File: config.mk
export PLATFORM = sky130hd
export DESIGN_NAME = usbfs_tx_pkt_flat
export DESIGN_NICKNAME = d
export VERILOG_FILES = /design/src/rtl/usbfs_tx_pkt_pkg.sv /design/src/rtl/usbfs_tx_pkt_if.sv /design/src/rtl/usbfs_crc16.sv /design/src/rtl/usbfs_tx_pkt.sv /design/src/flat_wrapper.sv
export SDC_FILE = /design/constraint.sdc
export NUM_CORES = 1
export LEC_CHECK = 0
export ABC_AREA = 0
export ABC_CLOCK_PERIOD_IN_PS = 4900
export CAP_MARGIN = 15
export CORE_MARGIN = 1
export CORE_UTILIZATION = 45
export DETAILED_ROUTE_END_ITERATION = 12
export GPL_TIMING_DRIVEN = 0
export PLACE_DENSITY = 0.63
export SLEW_MARGIN = 20
export SYNTH_ARGS = -nofsm -noshare
export SYNTH_HDL_FRONTEND = slang
export SYNTH_HIERARCHICAL = 1
export SYNTH_SLANG_ARGS = --single-unit
export TNS_END_PERCENT = 20
File: constraint.sdc
create_clock -name i_clk -period 4.9 [get_ports i_clk]
set_clock_uncertainty 0.05 [all_clocks]
set_input_delay 0.49 -clock i_clk [delete_from_list [all_inputs] [get_ports i_clk]]
set_output_delay 0.49 -clock i_clk [all_outputs]
set_load 0.005 [all_outputs]
File: src/rtl/usbfs_tx_pkt_pkg.sv
// Shared USB full-speed TX definitions: PID bytes, packet kinds, FSM states and the CRC16 step.
package usbfsPkg;

  localparam logic [7:0] PID_DATA0 = 8'hC3;
  localparam logic [7:0] PID_DATA1 = 8'h4B;
  localparam logic [7:0] PID_ACK   = 8'hD2;
  localparam logic [7:0] PID_NAK   = 8'h5A;
  localparam logic [7:0] PID_STALL = 8'h1E;

  localparam logic [15:0] CRC16_POLY = 16'h8005;
  localparam logic [15:0] CRC16_INIT = 16'hFFFF;

  typedef enum logic [1:0] {
    KindData  = 2'd0,
    KindAck   = 2'd1,
    KindNak   = 2'd2,
    KindStall = 2'd3
  } tx_kind_e;

  typedef enum logic [2:0] {
    StIdle,
    StPid,
    StData,
    StCrcLo,
    StCrcHi
  } tx_state_e;

  // Bits enter LSB first, so the shift register runs right with the bit-reversed polynomial.
  function automatic logic [15:0] crc16_byte(input logic [15:0] crc, input logic [7:0] data);
    logic [15:0] poly_r;
    logic [15:0] c;
    for (int i = 0; i < 16; i++) poly_r[i] = CRC16_POLY[15-i];
    c = crc ^ {8'h00, data};
    for (int i = 0; i < 8; i++) c = c[0] ? ((c >> 1) ^ poly_r) : (c >> 1);
    return c;
  endfunction

  function automatic logic [7:0] pid_byte(input tx_kind_e kind, input logic data1);
    case (kind)
      KindData: return data1 ? PID_DATA1 : PID_DATA0;
      KindAck:  return PID_ACK;
      KindNak:  return PID_NAK;
      default:  return PID_STALL;
    endcase
  endfunction

endpackage

File: src/rtl/usbfs_tx_pkt_if.sv
// Serializer byte stream plus endpoint payload write port of the TX packet assembler.
interface usbfs_tx_pkt_if #(
  parameter int unsigned MAX_PKT = 8
);
  localparam int unsigned IDX_W = $clog2(MAX_PKT);

  logic             tx_valid;
  logic [7:0]       tx_data;
  logic             tx_last;
  logic             tx_ready;
  logic             wr_en;
  logic [IDX_W-1:0] wr_idx;
  logic [7:0]       wr_byte;

  modport master (
    output tx_valid, tx_data, tx_last,
    input  tx_ready, wr_en, wr_idx, wr_byte
  );

  modport slave (
    input  tx_valid, tx_data, tx_last,
    output tx_ready, wr_en, wr_idx, wr_byte
  );

endinterface

File: src/rtl/usbfs_crc16.sv
// Byte-wide USB CRC16 register (reflected 0x8005, init 0xFFFF); shared with the RX checker.
module usbfs_crc16
  import usbfsPkg::*;
(
  input  logic        i_clk,
  input  logic        i_rst,
  input  logic        i_clr,
  input  logic        i_adv,
  input  logic [7:0]  i_data,
  output logic [15:0] o_crc
);

  logic [15:0] crc_q, crc_d;

  always_comb begin
    crc_d = crc_q;
    if (i_clr) begin
      crc_d = CRC16_INIT;
    end else if (i_adv) begin
      crc_d = crc16_byte(crc_q, i_data);
    end
  end

  always_ff @(posedge i_clk) begin
    if (i_rst) begin
      crc_q <= CRC16_INIT;
    end else begin
      crc_q <= crc_d;
    end
  end

  assign o_crc = crc_q;

endmodule

File: src/rtl/usbfs_tx_pkt.sv
// USB FS TX packet assembler: PID, buffered payload, complemented CRC16 to the serializer.
// Optional USBFS_TX_PKT_PKTCNT_EN adds o_pktCnt, a count of completed DATAx packets.
module usbfs_tx_pkt
  import usbfsPkg::*;
#(
  parameter int unsigned MAX_PKT = 8
) (
  input  logic        i_clk,
  input  logic        i_rst,
  input  logic        i_txReq,
  input  logic [1:0]  i_txKind,
  input  logic        i_toggleClr,
  input  logic        i_toggleAdv,
  output logic        o_txBusy,
  output logic        o_etTxAccepted,
`ifdef USBFS_TX_PKT_PKTCNT_EN
  output logic [15:0] o_pktCnt,
`endif
  usbfs_tx_pkt_if.master tx_if
);

  localparam int unsigned IDX_W = $clog2(MAX_PKT);

  tx_state_e      state_q, state_d;
  tx_kind_e       kind_q, kind_d;
  logic           data1_q, data1_d;
  logic           toggle_q, toggle_d;
  logic [IDX_W:0] wr_count_q, wr_count_d;
  logic [IDX_W:0] rd_idx_q, rd_idx_d;
  logic [7:0]     pkt_buf [MAX_PKT];

  logic           hs;
  logic           start;
  logic           has_byte;
  logic [7:0]     rd_byte;
  logic [IDX_W:0] wr_idx_ext;
  logic           crc_clr;
  logic           crc_adv;
  logic [15:0]    crc;

  assign hs         = tx_if.tx_valid && tx_if.tx_ready;
  assign has_byte   = rd_idx_q < wr_count_q;
  assign rd_byte    = pkt_buf[rd_idx_q[IDX_W-1:0]];
  assign wr_idx_ext = {1'b0, tx_if.wr_idx};
  assign o_txBusy   = (state_q != StIdle);

  usbfs_crc16 u_crc (
    .i_clk  (i_clk),
    .i_rst  (i_rst),
    .i_clr  (crc_clr),
    .i_adv  (crc_adv),
    .i_data (rd_byte),
    .o_crc  (crc)
  );

  always_comb begin
    state_d          = state_q;
    kind_d           = kind_q;
    data1_d          = data1_q;
    rd_idx_d         = rd_idx_q;
    start            = 1'b0;
    crc_clr          = 1'b0;
    crc_adv          = 1'b0;
    o_etTxAccepted   = 1'b0;
    tx_if.tx_valid   = 1'b0;
    tx_if.tx_data    = 8'h00;
    tx_if.tx_last    = 1'b0;
    unique case (state_q)
      StIdle: begin
        if (i_txReq) begin
          state_d  = StPid;
          kind_d   = tx_kind_e'(i_txKind);
          data1_d  = toggle_q;
          rd_idx_d = '0;
          start    = 1'b1;
          crc_clr  = 1'b1;
        end
      end
      StPid: begin
        tx_if.tx_valid = 1'b1;
        tx_if.tx_data  = pid_byte(kind_q, data1_q);
        tx_if.tx_last  = (kind_q != KindData);
        if (hs) begin
          if (kind_q == KindData) begin
            o_etTxAccepted = 1'b1;
            state_d        = StData;
          end else begin
            state_d = StIdle;
          end
        end
      end
      StData: begin
        tx_if.tx_valid = 1'b1;
        if (has_byte) begin
          tx_if.tx_data = rd_byte;
          if (hs) begin
            crc_adv  = 1'b1;
            rd_idx_d = rd_idx_q + 1'b1;
            if (rd_idx_d == wr_count_q) state_d = StCrcLo;
          end
        end else begin
          // Empty or exhausted buffer: present the CRC low byte right here, no bubble.
          tx_if.tx_data = ~crc[7:0];
          if (hs) state_d = StCrcHi;
        end
      end
      StCrcLo: begin
        tx_if.tx_valid = 1'b1;
        tx_if.tx_data  = ~crc[7:0];
        if (hs) state_d = StCrcHi;
      end
      StCrcHi: begin
        tx_if.tx_valid = 1'b1;
        tx_if.tx_data  = ~crc[15:8];
        tx_if.tx_last  = 1'b1;
        if (hs) state_d = StIdle;
      end
      default: state_d = StIdle;
    endcase
  end

  always_comb begin
    wr_count_d = wr_count_q;
    if (start) wr_count_d = '0;
    if (tx_if.wr_en && (wr_idx_ext >= wr_count_d)) wr_count_d = wr_idx_ext + 1'b1;
  end

  always_comb begin
    toggle_d = toggle_q;
    if (i_toggleClr) begin
      toggle_d = 1'b0;
    end else if (i_toggleAdv) begin
      toggle_d = ~toggle_q;
    end
  end

  always_ff @(posedge i_clk) begin
    if (i_rst) begin
      state_q    <= StIdle;
      kind_q     <= KindData;
      data1_q    <= 1'b0;
      toggle_q   <= 1'b0;
      wr_count_q <= '0;
      rd_idx_q   <= '0;
    end else begin
      state_q    <= state_d;
      kind_q     <= kind_d;
      data1_q    <= data1_d;
      toggle_q   <= toggle_d;
      wr_count_q <= wr_count_d;
      rd_idx_q   <= rd_idx_d;
    end
  end

  // Payload storage is deliberately not reset.
  always_ff @(posedge i_clk) begin
    if (tx_if.wr_en) pkt_buf[tx_if.wr_idx] <= tx_if.wr_byte;
  end

`ifdef USBFS_TX_PKT_PKTCNT_EN
  logic [15:0] pkt_cnt_q;

  always_ff @(posedge i_clk) begin
    if (i_rst) begin
      pkt_cnt_q <= 16'h0000;
    end else if ((state_q == StCrcHi) && hs) begin
      pkt_cnt_q <= pkt_cnt_q + 16'd1;
    end
  end

  assign o_pktCnt = pkt_cnt_q;
`endif

endmodule

File: src/flat_wrapper.sv
// flat-port wrapper written by rule: the top's interface ports become plain ports
module usbfs_tx_pkt_flat import usbfsPkg::*;
#(
  parameter int unsigned MAX_PKT = 8
)
  (i_clk, i_rst, i_txReq, i_txKind, i_toggleClr, i_toggleAdv, o_txBusy, o_etTxAccepted, tx_if_tx_valid, tx_if_tx_data, tx_if_tx_last, tx_if_tx_ready, tx_if_wr_en, tx_if_wr_idx, tx_if_wr_byte);
  usbfs_tx_pkt_if #(.MAX_PKT(MAX_PKT)) tx_if_i ();
  input  logic i_clk;
  input  logic i_rst;
  input  logic i_txReq;
  input  logic [1:0] i_txKind;
  input  logic i_toggleClr;
  input  logic i_toggleAdv;
  output logic o_txBusy;
  output logic o_etTxAccepted;
  output wire logic [$bits(tx_if_i.tx_valid)-1:0] tx_if_tx_valid;
  output wire logic [$bits(tx_if_i.tx_data)-1:0] tx_if_tx_data;
  output wire logic [$bits(tx_if_i.tx_last)-1:0] tx_if_tx_last;
  input wire logic [$bits(tx_if_i.tx_ready)-1:0] tx_if_tx_ready;
  input wire logic [$bits(tx_if_i.wr_en)-1:0] tx_if_wr_en;
  input wire logic [$bits(tx_if_i.wr_idx)-1:0] tx_if_wr_idx;
  input wire logic [$bits(tx_if_i.wr_byte)-1:0] tx_if_wr_byte;
  assign tx_if_tx_valid = tx_if_i.tx_valid;
  assign tx_if_tx_data = tx_if_i.tx_data;
  assign tx_if_tx_last = tx_if_i.tx_last;
  assign tx_if_i.tx_ready = tx_if_tx_ready;
  assign tx_if_i.wr_en = tx_if_wr_en;
  assign tx_if_i.wr_idx = tx_if_wr_idx;
  assign tx_if_i.wr_byte = tx_if_wr_byte;
  usbfs_tx_pkt #(.MAX_PKT(MAX_PKT)) u_core (.i_clk(i_clk), .i_rst(i_rst), .i_txReq(i_txReq), .i_txKind(i_txKind), .i_toggleClr(i_toggleClr), .i_toggleAdv(i_toggleAdv), .o_txBusy(o_txBusy), .o_etTxAccepted(o_etTxAccepted), .tx_if(tx_if_i));
endmodule
### Word level (Yosys, flattened, before mapping)

Memories as Yosys holds them, arrays and structs flattened. A register that Yosys moved wholly into a read port is not among the register bits.
Index checks and enable logic that the tools add are counted.

* input bits: 20
* RAM bits: 64
* register bits after elaboration: 31
* memories: 1
* output and inout bits: 12
* word-level logic and storage cells: 92

Memory list
* u_core.pkt_buf: words 8, width 8, rd ports 1, clocked after memory_dff 1, wr ports 1, line usbfs_tx_pkt.sv:30 `logic [7:0] pkt_buf [MAX_PKT];`

* reductions and logical operators: 13
* add/subtract/negate cells: 2
* bitwise gates (word level): 12
* eq/ne operators: 14
* multiplexer cells: 41
* $lt $le $gt $ge: 2

Operator list (count)
* $mux W16: 8
* $pmux W8 S4: 1
* $mux W3: 9
* $not A2 Y3: 8
* $pmux W8 S3: 1
* $mux W4: 5
* $mux W8: 2
* $not A8 Y8: 2
* $xor A16 B8 Y16: 1
* $pmux W3 S5: 1
* $mux W1: 11
* $ne A2 B1 Y1 const B: 4
* $pmux W4 S2: 1
* $eq A3 B2 Y1 const B: 2
* $reduce_and A5 Y1: 1
* $add A3 B1 Y4 const B: 1
* $add A4 B1 Y4 const B: 1
* $eq A4 B4 Y1: 1
* $ge A3 B4 Y1: 1
* $lt A4 B4 Y1: 1
* $reduce_and A4 Y1: 1
* $reduce_bool A2 Y1: 2
* $reduce_or A2 Y1: 2
* $reduce_or A4 Y1: 1
* 15 further kinds: 16

### Logic depth before layout (Yosys ltp)

* depth in word-level cells: 17
* depth in mapped cells: 10
* depth with buffers taken out: 9

### Modules after synthesis

The synthesis kept the hierarchy.

By module, submodules not included
* usbfs_tx_pkt: area an instance 3737.3 um^2, cells each 274, sequential area each 2282.2 um^2, instances 1
* usbfs_crc16: area an instance 797.0 um^2, cells each 82, sequential area each 320.3 um^2, instances 1

### Worst setup path before layout

No wires, ideal clock.

* path kind: register to register
* start point: register with a tool-made name
* end point: register u_core.u_crc.crc_q[0], in the netlist u_core/u_crc/o_crc[0]
* cell stages (with the launch flop): 10
* data arrival time: 2.949 ns
* period minus slack after synthesis: 3.137 ns
* path buffers: 2
* required time: 4.712 ns
* library setup time: 0.138 ns
* path slack: 1.763 ns
* cell sequence: dfxtp_1 buf_2 buf_2 mux4_2 mux2_2 xnor2_2 xnor3_1 xnor3_2 xnor3_1 o211ai_2

RTL lines
* to (signal assigned): line usbfs_crc16.sv:28 `crc_q <= crc_d;`
* to (decl): line usbfs_crc16.sv:13 `logic [15:0] crc_q, crc_d;`

### Worst setup path in the final report

* start point: register u_core.wr_count_q[1]
* end point: output port tx_if_tx_data[2]

* cells in the longest elaborated chain, start to end: 3

RTL lines
* from (decl): line usbfs_tx_pkt.sv:28 `logic [IDX_W:0] wr_count_q, wr_count_d;`
* from (signal assigned): line usbfs_tx_pkt.sv:150 `wr_count_q <= wr_count_d;`
* $lt A4 B4 Y1: line usbfs_tx_pkt.sv:42 `assign has_byte = rd_idx_q < wr_count_q;`
* $mux W8: line usbfs_tx_pkt.sv:94 `if (has_byte) begin`
* $pmux W8 S4: line usbfs_tx_pkt.sv:68 `unique case (state_q)`
* to (decl): line flat_wrapper.sv:17 `output wire logic [$bits(tx_if_i.tx_data)-1:0] tx_if_tx_data;`

Every way passes these cells.

==> impl_metrics.tcl <==
set metrics [dict create \
    outcome "completed" \
    hold_violations 0 \
    port_buffers 31 \
    pin_count 32 \
    clockBufferDepth 2 \
    cts_root_buf "clkbuf_8" \
    crit_buf_inv 3 \
    rr_endpoint "u_core/u_crc/o_crc[0]$_SDFFE_PP1P_" \
    ff_latch_area_um2 2603 \
    fin_crit_ns 3.581 \
    finalHoldWorstSlack_ns 0.4285 \
    postSynthAreaPerCell_um2 12.74 \
    via_count 2849 \
    fp.dieH_um 102.4 \
    ant_nets 0 \
    worst_pin_slew_ns 0.9809 \
    fmax_ghz 0.2792 \
    start_kind "flop" \
    period_share_pct 73.09 \
    grt_pass1_vias 2797 \
    timing.slew.headroom_pct 34.36 \
    p_per_area_nw_per_um2 342.2 \
    cp.depth 9 \
    cp.required_ns 4.36 \
    avgViaCountPerCell 5.296 \
    rrSetupSlack_ns 1.39 \
    max_cap_viol_count 0 \
    max_stage_delay_ns 0.49 \
    grt_pass1_wl_mm 15.05 \
    wire_per_inst_um 17.62 \
    coreArea_um2 9774 \
    dp_hpwl_mm 6.653 \
    nFillCells 838 \
    fin_nets 429 \
    overflow 0 \
    netlist_instances 356 \
    ys_types 50 \
    antenna_found_initial 0 \
    die_area_um2 10480 \
    slew_violations 0 \
    yosys_warnings 6 \
    critPathCaptureType "primary output" \
    timing.critical_path.to "tx_if_tx_data[2]" \
    fin_tns_setup_ns 0 \
    rsz0062_at_grt "no" \
    cts_tree "built" \
    path_class "reg -> out" \
    drive_gt1_share_pct 14.07 \
    drtIter0Drc 149 \
    hold_path.class "reg -> reg" \
    num_antenna_cells 0 \
    cp_top_family "buffers and inverters" \
    hold_buffers 0 \
    cts_resized 0 \
    multi_input_area_um2 1826 \
    peakVddDrop_uv 176.0 \
    synth_seq_cells 98 \
    grt_max_degree 18 \
    ctsHtreeMaxLevel 3 \
    power.leakage_nw 1.758 \
    clkSinkCount 98 \
    drc 0 \
    crit_chain "inv_1 -> ha_1 -> nor2b_1 -> o31ai_1 -> and3_1 -> clkbuf_1 -> o2bb2ai_1 -> o21a_1 -> clkdlybuf4s50_1" \
    rows 36 \
    area_growth_pct 16.25 \
    worst_path_max_delay_cell "clkdlybuf4s50_1" \
    die_w_um 102.4 \
    arrival_ns 3.04 \
    rr_worst_depth 9 \
    gp_congestion 0.8035 \
    grt_use_total_pct 19.94 \
    synth_nets 385 \
    ys_seq_area_share_pct 57.40 \
    clkLatencyLatePin_ns 0.37 \
    start_util_pct 46.39 \
    worst-path-max-fanout 9 \
    synthesis.area_um2 4534 \
    drt_pass1_iterations 4 \
    cts_made_buffers 9 \
    clk_pin_slew_worst_paths_ns 0.09 \
    cts_setup_buffers 0 \
    final-setup-viol-count 0 \
    routed_wl_mm 9.480 \
    startpoint "u_core/wr_count_q[1]$_SDFF_PP0_" \
]
-- synthesized netlist by cell type (all sizes together) --
cell,instances,area [µm²]
xnor3,3,68.81
or4b,1,13.76
nor4,2,12.51
o21a,5,37.54
a32o,1,10.01
nand3,7,35.03
o21ai,16,80.07
a21oi,17,85.08
mux2,9,101.4
o311a,1,10.01
nand2,43,166.4
mux4,16,360.4
nand2b,6,37.54
inv,12,45.04
o211ai,2,20.02
or3,1,6.260
mux2i,5,50.05
and3,1,6.260
a31oi,1,6.260
nand4b,1,8.760
edfxtp,64,1922
nor2,24,90.09
o22a,2,17.52
a211oi,1,7.510
nor2b,4,25.02
a21o,3,22.52
o21bai,1,7.510
clkbuf,11,41.29
buf,5,30.02
ha,9,112.6
a31o,1,8.760
xor2,4,35.03
o221ai,5,43.79
o2bb2ai,3,26.28
or4,1,7.510
nor3,5,25.02
xnor2,22,215.2
dfxtp,34,680.7
o31a,1,8.760
and2,2,12.51
nand4bb,1,11.26
nor3b,2,15.01
o31ai,1,7.510
-- layout by cell type (no fill, tap or decap), types with 3 or more instances in the layout --
cell / count
mux2i_1: 5
edfxtp_1: 64
o221ai_1: 5
nor2_1: 24
inv_1: 12
xnor2_2: 3
nand3_1: 7
nor3_1: 3
dfxtp_1: 34
xor2_1: 4
nor2b_1: 4
a21o_1: 3
mux2_2: 9
nand2b_1: 6
o21a_1: 5
o21ai_0: 15
nand2_1: 41
buf_2: 3
xnor2_1: 19
clkbuf_8: 9
a21oi_1: 17
mux4_2: 16
clkbuf_1: 12
clkdlybuf4s50_1: 31
ha_1: 9
o2bb2ai_1: 3
-- per-layer routing --
metal	GRT usage, %	wire length [µm]	part of all wire (%)
met1	25.79	4309	45
met2	33.97	4756	50
met3	2.668	267	2.8
met4	8.022	147	1.6
met5	0	0	0
-- flip-flops by register name, indices dropped and copies added, names as in the netlist, named ones only --
register            count
u_core/data1_q          1
u_core/toggle_q         1
u_core/wr_count_q       4
u_core/u_crc/o_crc     16
u_core/state_q          3
u_core/rd_idx_q         4
u_core/pkt_buf         64
u_core/kind_q           2
-- how the worst min path moves through the flow --
stage,slack [ns],end,cells past startpoint,from
detailed placement,0.41,u_core/data1_q$_SDFFE_PP0P_,2,u_core/data1_q$_SDFFE_PP0P_
global placement,0.41,u_core/data1_q$_SDFFE_PP0P_,2,u_core/data1_q$_SDFFE_PP0P_
global route,0.46,u_core/data1_q$_SDFFE_PP0P_,2,u_core/data1_q$_SDFFE_PP0P_
finish,0.43,u_core/data1_q$_SDFFE_PP0P_,2,u_core/data1_q$_SDFFE_PP0P_
CTS,0.43,u_core/data1_q$_SDFFE_PP0P_,2,u_core/data1_q$_SDFFE_PP0P_
floorplan,0.39,u_core/data1_q$_SDFFE_PP0P_,2,u_core/data1_q$_SDFFE_PP0P_
-- report_power, final --
| group | total (W) | switching (W) | internal (W) |
|---|---|---|---|
| clock network | 0.000599 | 0.000278 | 0.000322 |
| registers | 0.000920 | 0.0000134 | 0.000907 |
| logic | 0.000284 | 0.000149 | 0.000135 |
| total | 0.00180 | 0.000440 | 0.00136 |
-- cell families (layout without fill, tap and decap cells) --
family	count (synthesis)	in the layout	share of synthesized area (%)
flops	98	98	57.40
fa+ha+maj	9	9	2.483
compound gates	61	61	8.803
mux	30	30	11.29
buf+inv	28	77	2.566
simple gates	101	101	10.43
xor+xnor	29	29	7.036
-- cell type report --
type                       instances  area share [%]
sequential                        98           49.37
inverter                          12          0.8545
tap                              133           3.157
multi-input combinational        230           34.63
buffer                            16           1.353
timing repair buffer              33           6.171
clock buffer                      11           2.896
clock inverter                     5           1.567
-- tightest hold or removal path, delay by kind of cell (launching register included) --
kind,cells,cell delay [ns]
flops,1,0.33
compound gates,1,0.06
simple gates,1,0.05
-- per-stage QoR --
stage	setup slack (ns)	power [W]	std cells	cell area [µm²]	util, %
after global placement	1.402	0.001216	520	5011	51.27
after detailed placement	1.332	0.001223	522	5036	51.52
after CTS	1.269	0.001820	538	5271	53.93
final	1.319	0.001804	538	5271	53.93
after global routing	1.145	0.001882	538	5271	53.93
after floorplan	1.763	0.001107	356	4534	-
Power figures use the tool's default switching activity.
